--- config.mk ---
export PLATFORM = sky130hd
export DESIGN_NAME = sfr_bank
export DESIGN_NICKNAME = d
export VERILOG_FILES = /design/src/rtl/sfr_bank.sv
export SDC_FILE = /design/constraint.sdc
export NUM_CORES = 1
export LEC_CHECK = 0
export CORE_AREA = 2 2 413 415
export CTS_BUF_LIST = sky130_fd_sc_hd__clkbuf_2
export CTS_CLUSTER_DIAMETER = 100
export DETAILED_ROUTE_END_ITERATION = 16
export DIE_AREA = 0 0 415 417
export PLACE_DENSITY_LB_ADDON = 0.2
export SYNTH_ARGS = -nofsm -noshare
export SYNTH_HDL_FRONTEND = slang
export SYNTH_SLANG_ARGS = --single-unit
--- constraint.sdc ---
create_clock -name clk -period 5.2 [get_ports clk]
set_clock_uncertainty 0.05 [all_clocks]
set_input_delay 0.78 -clock clk [delete_from_list [all_inputs] [get_ports clk]]
set_output_delay 0.78 -clock clk [all_outputs]
set_load 0.1 [all_outputs]
--- src/rtl/sfr_bank.sv ---
// SFR bank: synchronised host strobes, RW/RO/ID register map, per-register strobes, key-unlock write protection.
// Latency: register effects land 3 clk after a host strobe rises; host is never stalled.
module sfr_bank #(
  parameter int                 AW         = 6,
  parameter int                 DW         = 8,
  parameter int                 NREG       = 58,
  parameter logic [NREG-1:0]    RW_MAP     = '0,
  parameter logic [NREG*DW-1:0] RST_VAL    = '0,
  parameter logic [DW-1:0]      ID0        = 8'hd0,
  parameter logic [DW-1:0]      ID1        = 8'h52,
  parameter logic [AW-1:0]      KEY_ADDR   = 6'h03,
  parameter logic [DW-1:0]      KEY1       = 8'h55,
  parameter logic [DW-1:0]      KEY2       = 8'haa,
  parameter logic [AW-1:0]      WP_BASE    = 6'h20,
  parameter int                 UNLOCK_CYC = 64
) (
  input  logic                 clk,
  input  logic                 rst,
  input  logic [AW-1:0]        sfr_addrs,
  input  logic [DW-1:0]        sfr_wdata,
  input  logic                 sfr_wctrl,
  input  logic                 sfr_rctrl,
  output logic [DW-1:0]        sfr_rdata,
  output logic [NREG*DW-1:0]   reg_q,
  output logic [NREG-1:0]      reg_wstb,
  output logic [NREG-1:0]      rd_stb,
  input  logic [NREG*DW-1:0]   sts_i,
  output logic                 unlocked,
  output logic                 wp_err
);

  localparam int ASPACE = 1 << AW;
  localparam int TW     = $clog2(UNLOCK_CYC + 1);

  typedef enum logic [1:0] {
    S_LOCKED   = 2'd0,
    S_KEY1     = 2'd1,
    S_UNLOCKED = 2'd2
  } state_t;

  state_t          state, state_nx;
  logic [TW-1:0]   timer, timer_nx;

  logic [2:0]      wsync, rsync;
  logic            wp, rp;

  logic [ASPACE-1:0] rw_vec;
  logic [DW-1:0]     rd_tab [ASPACE];
  logic [NREG-1:0]   addr_hit;
  logic [NREG-1:0]   wr_en;
  logic [DW-1:0]     key_sts;

  logic            rw_hit, prot_hit, key_wr, key_rd, wr_acc, wr_blk;

  // Strobe synchronisers: two metastability flops plus an edge-detect flop.
  always_ff @(posedge clk or negedge rst) begin
    if (!rst) begin
      wsync <= '0;
      rsync <= '0;
    end else begin
      wsync <= {wsync[1:0], sfr_wctrl};
      rsync <= {rsync[1:0], sfr_rctrl};
    end
  end

  assign wp = wsync[1] & ~wsync[2];
  assign rp = rsync[1] & ~rsync[2];

  assign rw_hit   = rw_vec[sfr_addrs];
  assign prot_hit = (sfr_addrs >= WP_BASE);
  assign key_wr   = wp & (sfr_addrs == KEY_ADDR);
  assign key_rd   = rp & (sfr_addrs == KEY_ADDR);
  assign wr_acc   = wp & rw_hit & ~(prot_hit & ~unlocked);
  assign wr_blk   = wp & rw_hit & prot_hit & ~unlocked;
  assign wr_en    = addr_hit & {NREG{wr_acc}};

  assign unlocked = (state == S_UNLOCKED);
  assign key_sts  = DW'({state, wp_err, unlocked});

  // Per-address map: ID/key slots are fixed, RW slots hold storage, the rest mirror sts_i.
  for (genvar a = 0; a < ASPACE; a++) begin : g_addr
    if (a >= NREG) begin : g_none
      assign rw_vec[a] = 1'b0;
      assign rd_tab[a] = '0;
    end else begin : g_impl
      assign addr_hit[a] = (sfr_addrs == AW'(a));
      if (a == 0 || a == 1 || a == int'(KEY_ADDR)) begin : g_fixed
        logic unused_sts;
        assign unused_sts            = ^sts_i[a*DW +: DW];
        assign rw_vec[a]             = 1'b0;
        assign reg_q[a*DW +: DW]     = '0;
        assign rd_tab[a]             = (a == 0) ? ID0 : ((a == 1) ? ID1 : key_sts);
      end else if (RW_MAP[a]) begin : g_rw
        logic [DW-1:0] q;
        logic          unused_sts;
        always_ff @(posedge clk or negedge rst) begin
          if (!rst) begin
            q <= RST_VAL[a*DW +: DW];
          end else if (wr_en[a]) begin
            q <= sfr_wdata;
          end
        end
        assign unused_sts        = ^sts_i[a*DW +: DW];
        assign rw_vec[a]         = 1'b1;
        assign reg_q[a*DW +: DW] = q;
        assign rd_tab[a]         = q;
      end else begin : g_ro
        assign rw_vec[a]         = 1'b0;
        assign reg_q[a*DW +: DW] = '0;
        assign rd_tab[a]         = sts_i[a*DW +: DW];
      end
    end
  end

  always_ff @(posedge clk or negedge rst) begin
    if (!rst) begin
      state <= S_LOCKED;
      timer <= '0;
    end else begin
      state <= state_nx;
      timer <= timer_nx;
    end
  end

  // A write to any non-key address in KEY1 drops the sequence; key writes always leave UNLOCKED.
  always_comb begin
    state_nx = state;
    timer_nx = timer;
    case (state)
      S_LOCKED: begin
        if (key_wr && sfr_wdata == KEY1) begin
          state_nx = S_KEY1;
        end
      end
      S_KEY1: begin
        if (key_wr && sfr_wdata == KEY2) begin
          state_nx = S_UNLOCKED;
          timer_nx = TW'(UNLOCK_CYC - 1);
        end else if (wp) begin
          state_nx = S_LOCKED;
        end
      end
      S_UNLOCKED: begin
        if (key_wr || timer == '0) begin
          state_nx = S_LOCKED;
          timer_nx = '0;
        end else begin
          timer_nx = timer - TW'(1);
        end
      end
      default: begin
        state_nx = S_LOCKED;
        timer_nx = '0;
      end
    endcase
  end

  // Read mux samples pre-write contents, so a same-cycle write/read returns the old value.
  always_ff @(posedge clk or negedge rst) begin
    if (!rst) begin
      sfr_rdata <= '0;
      reg_wstb  <= '0;
      rd_stb    <= '0;
      wp_err    <= 1'b0;
    end else begin
      reg_wstb <= wr_en;
      rd_stb   <= addr_hit & {NREG{rp}};
      if (rp) begin
        sfr_rdata <= rd_tab[sfr_addrs];
      end
      if (wr_blk) begin
        wp_err <= 1'b1;
      end else if (key_rd) begin
        wp_err <= 1'b0;
      end
    end
  end

endmodule
==> results.py, run 1 <==
metrics = {
    "die": {
        "core-area_um2": 169000,
        "ios": 1072,
        "dieWidth_um": 415,
        "start_util_pct": 6.26,
        "dieArea_um2": 173000,
        "die_y_um": 417,
        "num_rows": 151,
    },
    "synthesis": {
        "ys_seq_area_share_pct": 19.2,
        "ys_async_sr_fraction_pct": 100,
        "ys_ff_latch": 81,
        "synth_top_cells_by_area": "buf_4, mux4_2, dfrtp_1",
        "synth-main-ff-cell": "dfrtp_1",
        "avgSynthCellArea_um2": 9.65,
        "yosys.area.top_type_share_pct": 37.6,
        "synth_edf_count": 0,
        "yosysWarnings": 0,
        "syn_inst": 1093,
        "yosysTopAreaCell": "buf_4",
        "ys_types": 58,
        "syn_area_um2": 10600,
    },
    "grt": {
        "track_usage_pct": 8.27,
        "grt_pass1_wl_mm": 92.9,
        "antenna_found_initial": 38,
        "grt_max_degree": 73,
        "grt_pass1_vias": 8326,
        "grt_overflow_total": 0,
    },
    "pwr": {
        "total_power_mw": 3.68,
        "powerDensity_nw_per_um2": 220,
        "leakage_nw": 6.41,
        "ir_worst_vdd_mv": 0.170,
    },
    "setup_path": {
        "crit_start": "state[0]",
        "rrSetupSlack_ns": 2.82,
        "max_stage_delay_ns": 1.26,
        "r2r_start": "rsync[1]",
        "worstPathRequired_ns": 4.37,
        "arrival_ns": 2.98,
        "critPathTopFamily": "buffers and inverters",
        "worstSetupStartpointType": "register",
        "cp_slowest_cell": "clkdlybuf4s50_1",
        "critPathKind": "register to output port",
        "path_buf_inv": 2,
        "cp_cell_sequence": "inv_1 > ha_1 > clkdlybuf4s50_1",
        "cp_max_fo": 3,
        "end_kind": "output port",
    },
    "route": {
        "drcViolationCount": 0,
        "dr.pass1.iters": 4,
        "wire_per_inst_um": 19.8,
        "ant_nets": 0,
        "detail_route.vias_per_cell": 2.26,
        "drt_iter0_markers": 305,
        "routed_wl_mm": 76.1,
        "via_count": 8687,
    },
    "cells_and_area": {
        "final_cell_mix": "conb_1, clkdlybuf4s50_1, mux4_2, dfrtp_1, nor2_1",
        "final_util_pct": 9.90,
        "final_common_cell": "conb_1",
        "fin_nets": 2098,
        "drive_above_1_share_pct": 10.3,
        "stdcell_count": 3840,
        "area_growth_pct": 58.1,
    },
    "sta": {
        "drv_slew": 0,
        "fin_crit_sh_pct": 73.2,
        "setup_viol_count_final": 0,
        "grt_setup_unrepaired": "no",
        "setup_slack_ns": 1.39,
        "fmax_mhz": 263,
        "fin_tns_setup_ns": 0,
        "fin_crit_ns": 3.81,
        "relSlewSlack_pct": 26.3,
        "finalHoldViolCount": 0,
        "worst_slew_pin_slew_ns": 1.10,
    },
    "placement": {
        "dp_hpwl_mm": 66.6,
        "gp_congestion": 0.771,
        "place_inst": 3817,
        "numPortBuffers": 524,
        "pre_cts_slack_ns": 1.33,
    },
    "clock_tree": {
        "cts_resized": 0,
        "htreeDepth": 3,
        "clk_root_buffer_cell": "clkbuf_2",
        "clockBufferDepth": 2,
        "clk_pin_slew_ns": 0.33,
        "numCtsBuffers": 9,
        "cts_num_sinks": 81,
        "cts_tree": "yes",
        "hold_buffers": 1,
        "postCtsSetupRepairBufs": 0,
        "clock_latency_ns": 0.73,
    },
    "worst_hold_path": {
        "hp-class": "register to register",
        "min-delay-start": "rsync[0]",
    },
    "job": {
        "drv_cap": 0,
    },
    "status": {
        "status": "complete, no violations",
    },
}
## metrics by stage
step	area (µm²)	hold WS, ns
floorplan	12500	0.281
global placement	16600	0.283
detailed placement	16600	0.289
CTS	16700	0.204
global route	16700	0.258
finish	16700	0.344
## final timing paths
kind / endpoint / cells past startpoint
max: unlocked / 3
min: rsync[1] / 0
max reg2reg: rd_stb[14] / 3
min reg2reg: rsync[1] / 0
max in group asynchronous: timer[6] / 3
min in group asynchronous: sfr_rdata[1] / 2
## cell type report
class                           instances  area [µm²]
Fill cell                           19600      152000
Clock inverter                          7        52.6
Tap cell                             2218        2780
Timing Repair Buffer                  558        5490
Antenna cell                            6        15.0
Multi-Input combinational cell        950        6240
Clock buffer                            9        45.0
Sequential cell                        81        2030
Inverter                               11        41.3
## state kept, by name (all words and copies together), names as in the netlist
name / cells
timer: 7
rsync: 3
state: 2
wsync: 3
rd_stb: 58
sfr_rdata: 8
## Yosys cell counts (all sizes together), types with 11 or more instances
cell and number:
buf 560, mux4 92, dfrtp 81, nor2 67
mux2i 54, nand2 34, a21oi 23, a22oi 16
nand3 15, nor3 14, clkbuf 13, nand2b 11
## where the power goes
part	switching, mW	internal (mW)
Combinational	2.15	0.513
Sequential	0.00799	0.646
Clock	0.296	0.0679
## cells by family after synthesis
| logic type | share of synthesized area, % |
|---|---|
| AO/OA/AOI/OAI | 6.44 |
| adder cells (fa/ha/maj) | 0.593 |
| buffers and inverters | 40.3 |
| flip-flops | 19.2 |
| multiplexers | 25.4 |
| other | 0.0355 |
| AND/OR/NAND/NOR | 7.99 |
## metal layers
metal | up-vias | share of wire (%) | GRT usage, %
li1 | 3819 | - | -
met5 | - | 0.085 | 0
met4 | 10 | 0.70 | 0.687
met3 | 63 | 5.2 | 1.55
met1 | 4320 | 41 | 10.0
met2 | 475 | 53 | 15.6
(Power assumes the default switching activity.)
==> run 2, diff against run 1 <==
--- a/config.mk
+++ b/config.mk
@@ -5,11 +5,11 @@
 export SDC_FILE = /design/constraint.sdc
 export NUM_CORES = 1
 export LEC_CHECK = 0
-export CORE_AREA = 2 2 413 415
+export CORE_AREA = 2 2 422 424
 export CTS_BUF_LIST = sky130_fd_sc_hd__clkbuf_2
 export CTS_CLUSTER_DIAMETER = 100
 export DETAILED_ROUTE_END_ITERATION = 16
-export DIE_AREA = 0 0 415 417
+export DIE_AREA = 0 0 424 426
 export PLACE_DENSITY_LB_ADDON = 0.2
 export SYNTH_ARGS = -nofsm -noshare
 export SYNTH_HDL_FRONTEND = slang
==> constraint.sdc (replaced) <==
create_clock -name clk -period 3.15 [get_ports clk]
set_clock_uncertainty 0.05 [all_clocks]
set_input_delay 0.4725 -clock clk [delete_from_list [all_inputs] [get_ports clk]]
set_output_delay 0.4725 -clock clk [all_outputs]
set_load 0.1 [all_outputs]
==> run 2 against run 1 <==
Effect of this change:
- combinational power grew 68%
- flip-flop and latch count is the same
- first-iteration DRC count shrank 12%
- core utilization shrank 0.064 points
- die area grew 4.4%
- largest cell class unchanged
- non-clock buffer count grew 53
- register-to-register slack lost 1.9 ns
- total power grew 72%
- count of clock-buffer cells in the layout is the same
- final area grew 3.6%
- critical path depth grew 7
- wire length shrank 1.3%
==> results.py, run 2 (synthesis results as in run 1) <==
metrics = {
    "clock_tree": {
        "numCtsBuffers": 9,
        "clockBufferDepth": 2,
        "clk_root_buffer_cell": "clkbuf_2",
        "cts_resized": 0,
        "cts_num_sinks": 81,
        "cts_tree": "yes",
        "htreeDepth": 3,
        "postCtsSetupRepairBufs": 0,
        "clock_latency_ns": 0.65,
        "clk_pin_slew_ns": 0.28,
    },
    "route": {
        "drcViolationCount": 0,
        "drt_iter0_markers": 269,
        "via_count": 8745,
        "detail_route.vias_per_cell": 2.18,
        "routed_wl_mm": 75.1,
        "ant_nets": 0,
        "wire_per_inst_um": 18.7,
        "dr.pass1.iters": 4,
    },
    "setup_path": {
        "cp_max_fo": 14,
        "arrival_ns": 3.14,
        "cp_slowest_cell": "dlygate4sd3_1",
        "cp_cell_sequence": "dlygate4sd3_1 > buf_8 > buf_12 > nand4bb_1 > nor4_2 > nand3_1 > a21oi_2 > buf_4 > a21oi_1 > a41o_1",
        "max_stage_delay_ns": 0.56,
        "critPathKind": "input pin to register",
        "worstPathRequired_ns": 3.67,
        "worstSetupStartpointType": "input pin",
        "end_kind": "register",
        "rrSetupSlack_ns": 0.93,
    },
    "die": {
        "die_y_um": 426,
        "dieWidth_um": 424,
        "dieArea_um2": 181000,
        "ios": 1072,
        "core-area_um2": 176000,
        "start_util_pct": 6.00,
        "num_rows": 154,
    },
    "cells_and_area": {
        "fin_area_um2": 17300,
        "final_util_pct": 9.83,
        "final_cell_mix": "conb_1, clkdlybuf4s50_1, buf_4, mux4_2, dfrtp_1",
        "fillCellCount": 20400,
        "reg_top3": "rd_stb: 58 flops, sfr_rdata: 8 flops, timer: 7 flops",
        "largest_register_ffs": 58,
        "regMostFlops": "rd_stb",
        "multi_input_area_um2": 6240,
        "fin_nets": 2151,
        "final_common_cell": "conb_1",
        "regArea_um2": 2030,
        "stdcell_count": 4012,
        "drive_above_1_share_pct": 16.9,
        "area_growth_pct": 63.8,
    },
    "pwr": {
        "clockPowerShare_pct": 12.5,
        "powerDensity_nw_per_um2": 367,
        "ir_worst_vdd_mv": 0.276,
        "total_power_mw": 6.34,
        "power_frac_seq_pct": 17.1,
        "leakage_nw": 6.87,
        "combPwrFrac_pct": 70.4,
        "p_switching_mw": 4.09,
        "power_switching_share_pct": 64.5,
        "p_int_mw": 2.25,
    },
    "sta": {
        "fin_crit_sh_pct": 83.0,
        "worst_slew_pin_slew_ns": 0.762,
        "whs_ns": 0.162,
        "drv_slew": 0,
        "grt_setup_unrepaired": "no",
        "setup_viol_count_final": 0,
        "fin_tns_setup_ns": 0,
        "finalHoldViolCount": 0,
        "fin_crit_ns": 2.61,
        "setup_slack_ns": 0.536,
        "relSlewSlack_pct": 49.1,
        "fmax_mhz": 383,
    },
    "status": {
        "status": "complete, no violations",
    },
    "worst_hold_path": {
        "hp-class": "input pin to register",
    },
    "grt": {
        "grt_pass1_vias": 8742,
        "antenna_found_initial": 30,
        "grt_overflow_total": 0,
        "grt_max_degree": 43,
        "grt_pass1_wl_mm": 92.6,
        "track_usage_pct": 7.78,
    },
    "placement": {
        "numPortBuffers": 524,
        "place_inst": 3991,
        "place_area_um2": 17100,
        "gp_congestion": 0.744,
        "dp_hpwl_mm": 67.6,
        "pre_cts_slack_ns": 0.00166,
    },
    "job": {
        "drv_cap": 0,
    },
}
## run 2: cell count changes in the layout (fill, tap and decap cells not counted), sizes merged
cell	before	now
clkinv	4	1
bufinv	0	2
diode	6	3
buf	43	159
inv	13	14
clkdlybuf4s50	514	450
dlygate4sd3	1	2
## run 2: power by group through the flow
stage / Combinational (mW) / Sequential (mW) / Clock [mW]
after floorplan: 3.68 / 1.25 / 0
after global placement: 4.55 / 1.10 / 0
after detailed placement: 4.54 / 1.10 / 0
after CTS: 4.55 / 1.09 / 0.853
after global routing: 4.64 / 1.09 / 0.872
final: 4.46 / 1.08 / 0.794
## run 2: cell type report
type,count,share of cell area (%)
Multi-Input combinational cell,950,36.1
Timing Repair Buffer,611,34.1
Tap cell,2340,16.9
Sequential cell,81,11.7
Clock inverter,7,0.608
Clock buffer,9,0.261
Inverter,11,0.239
Antenna cell,3,0.0434
## run 2: final timing paths
check                               end  cells after the start          from
max                            timer[6]                     10  sfr_addrs[1]
min                            rsync[0]                      1     sfr_rctrl
max reg2reg                sfr_rdata[0]                      9      state[0]
min reg2reg                    wsync[1]                      0      wsync[0]
max in group asynchronous    rd_stb[33]                      3           rst
min in group asynchronous    rd_stb[48]                      2           rst
## run 2: repair_timing
action / in CTS / in global routing
endpoints found under the setup margin: 0 / 0
hold buffers: 2 / 0
hold endpoints to repair: 42 / 0
## run 2: per-layer routing
metal	global-route usage, %	vias to the layer above	share of wire (%)
met5	0	-	0.092
met4	0.902	12	0.98
met3	1.35	54	5.1
met2	14.5	449	53
met1	9.51	4314	41
li1	-	3916	-
## run 2: critical path: cells and delay by family
family / cells / cell delay (ns)
buffers and inverters: 4 / 1.10
AND/OR/NAND/NOR: 3 / 1.01
AO/OA/AOI/OAI: 3 / 0.50
==> run 3, diff against run 2 <==
--- a/config.mk
+++ b/config.mk
@@ -5,11 +5,11 @@
 export SDC_FILE = /design/constraint.sdc
 export NUM_CORES = 1
 export LEC_CHECK = 0
-export CORE_AREA = 2 2 422 424
+export CORE_AREA = 2 2 413 415
 export CTS_BUF_LIST = sky130_fd_sc_hd__clkbuf_2
 export CTS_CLUSTER_DIAMETER = 100
 export DETAILED_ROUTE_END_ITERATION = 16
-export DIE_AREA = 0 0 424 426
+export DIE_AREA = 0 0 415 417
 export PLACE_DENSITY_LB_ADDON = 0.2
 export SYNTH_ARGS = -nofsm -noshare
 export SYNTH_HDL_FRONTEND = slang
==> constraint.sdc (replaced) <==
create_clock -name clk -period 2.7 [get_ports clk]
set_clock_uncertainty 0.05 [all_clocks]
set_input_delay 0.405 -clock clk [delete_from_list [all_inputs] [get_ports clk]]
set_output_delay 0.405 -clock clk [all_outputs]
set_load 0.1 [all_outputs]
==> run 3 against run 2 <==
Effect of this change:
- setup slack lost 0.19 ns
- critical path type is now register to output port
- sequential share of layout area is essentially flat
- total power grew 13%
- via count grew 2.8%
- die area shrank 4.2%
- core utilization grew 0.42 points
- first-iteration DRC count grew 19%
- critical path depth shrank 7
- wire length grew 3.6%
- clock power shrank 13%
==> results.py, run 3 (synthesis results as in run 1) <==
metrics = {
    "status": {
        "status": "complete, no violations",
    },
    "sta": {
        "finalHoldViolCount": 0,
        "grt_setup_unrepaired": "no",
        "relSlewSlack_pct": 50.1,
        "drv_slew": 0,
        "fmax_mhz": 424,
        "fin_tns_setup_ns": 0,
        "fin_crit_ns": 2.36,
        "whs_ns": 0.147,
        "fin_crit_sh_pct": 87.4,
        "worst_slew_pin_slew_ns": 0.746,
        "setup_viol_count_final": 0,
    },
    "clock_tree": {
        "cts_tree": "yes",
        "numCtsBuffers": 9,
        "postCtsSetupRepairBufs": 0,
        "clk_root_buffer_cell": "clkbuf_2",
        "cts_resized": 0,
        "cts_num_sinks": 81,
        "clockBufferDepth": 2,
        "clk_pin_slew_ns": 0.27,
        "htreeDepth": 3,
        "clock_latency_ns": 0.66,
        "hold_buffers": 3,
    },
    "cells_and_area": {
        "reg_top3": "rd_stb: 58 flops, sfr_rdata: 8 flops, timer: 7 flops",
        "drive_above_1_share_pct": 17.8,
        "final_util_pct": 10.3,
        "multi_input_area_um2": 6240,
        "regArea_um2": 2030,
        "fin_nets": 2172,
        "final_common_cell": "conb_1",
        "regMostFlops": "rd_stb",
        "final_cell_mix": "conb_1, clkdlybuf4s50_1, buf_4, mux4_2, dfrtp_1",
        "fillCellCount": 19600,
        "area_growth_pct": 63.7,
        "largest_register_ffs": 58,
    },
    "die": {
        "die_y_um": 417,
        "num_rows": 151,
        "dieArea_um2": 173000,
        "start_util_pct": 6.26,
        "dieWidth_um": 415,
        "core-area_um2": 169000,
        "ios": 1072,
    },
    "setup_path": {
        "critPathKind": "register to output port",
        "cp_max_fo": 3,
        "end_kind": "output port",
        "cp_cell_sequence": "inv_1 > ha_1 > buf_4",
        "worstSetupStartpointType": "register",
        "arrival_ns": 1.90,
        "worstPathRequired_ns": 2.25,
        "max_stage_delay_ns": 0.47,
        "path_buf_inv": 2,
        "cp_slowest_cell": "dfrtp_1",
        "critPathTopFamily": "flip-flops",
    },
    "grt": {
        "grt_overflow_total": 0,
        "antenna_found_initial": 52,
        "grt_max_degree": 42,
        "grt_pass1_vias": 8684,
        "track_usage_pct": 8.49,
        "grt_pass1_wl_mm": 95.8,
    },
    "route": {
        "detail_route.vias_per_cell": 2.29,
        "drcViolationCount": 0,
        "drt_iter0_markers": 319,
        "via_count": 8987,
        "dr.pass1.iters": 4,
        "ant_nets": 0,
        "wire_per_inst_um": 19.9,
        "routed_wl_mm": 77.8,
    },
    "pwr": {
        "leakage_nw": 6.95,
        "powerDensity_nw_per_um2": 415,
        "total_power_mw": 7.17,
        "ir_worst_vdd_mv": 0.321,
    },
    "placement": {
        "gp_congestion": 0.779,
        "numPortBuffers": 524,
        "dp_hpwl_mm": 70.1,
    },
    "job": {
        "drv_cap": 0,
    },
    "worst_hold_path": {
        "hp-class": "input pin to register",
    },
}
[run 3: final cells by class]
type	count	share of cell area [%]
timing repair buffer	632	35.2
multi-input combinational	950	36.1
clock buffer	9	0.261
tap	2218	16.1
inverter	11	0.239
antenna	8	0.116
clock inverter	7	0.311
sequential	81	11.7
[run 3: path summary, 6_finish.rpt]
| check | from | cells past startpoint | to | slack (ns) |
|---|---|---|---|---|
| max | state[0] | 3 | unlocked | 0.34 |
| min | sfr_wctrl | 1 | wsync[0] | 0.15 |
| max reg2reg | state[0] | 9 | sfr_rdata[0] | 0.55 |
| min reg2reg | wsync[0] | 0 | wsync[1] | 0.34 |
| max in group asynchronous | rst | 3 | rd_stb[55] | 1.68 |
| min in group asynchronous | rst | 2 | timer[3] | 0.22 |
[run 3: through the flow]
stage                     setup WS (ns)  cell area, µm²  std cells
after floorplan                   0.339           12500       1615
after global placement           -0.471           17100       3889
after detailed placement         -0.470           17100       3889
after CTS                         0.220           17300       3908
after global routing              0.175           17300       3909
final                             0.341           17300       3916
[run 3: power breakdown]
group          switching (mW)  total (mW)  internal [mW]
registers              0.0154        1.26           1.25
clock network           0.561       0.690          0.128
logic                    4.14        5.22           1.08
total                    4.72        7.17           2.45
[run 3: per-layer routing]
| layer | track usage [%] | vias to the layer above | routed length (µm) |
|---|---|---|---|
| li1 | - | 3974 | - |
| met1 | 10.5 | 4443 | 32300 |
| met2 | 15.7 | 471 | 40700 |
| met3 | 1.75 | 79 | 4110 |
| met4 | 0.464 | 20 | 523 |
| met5 | 0 | - | 120 |
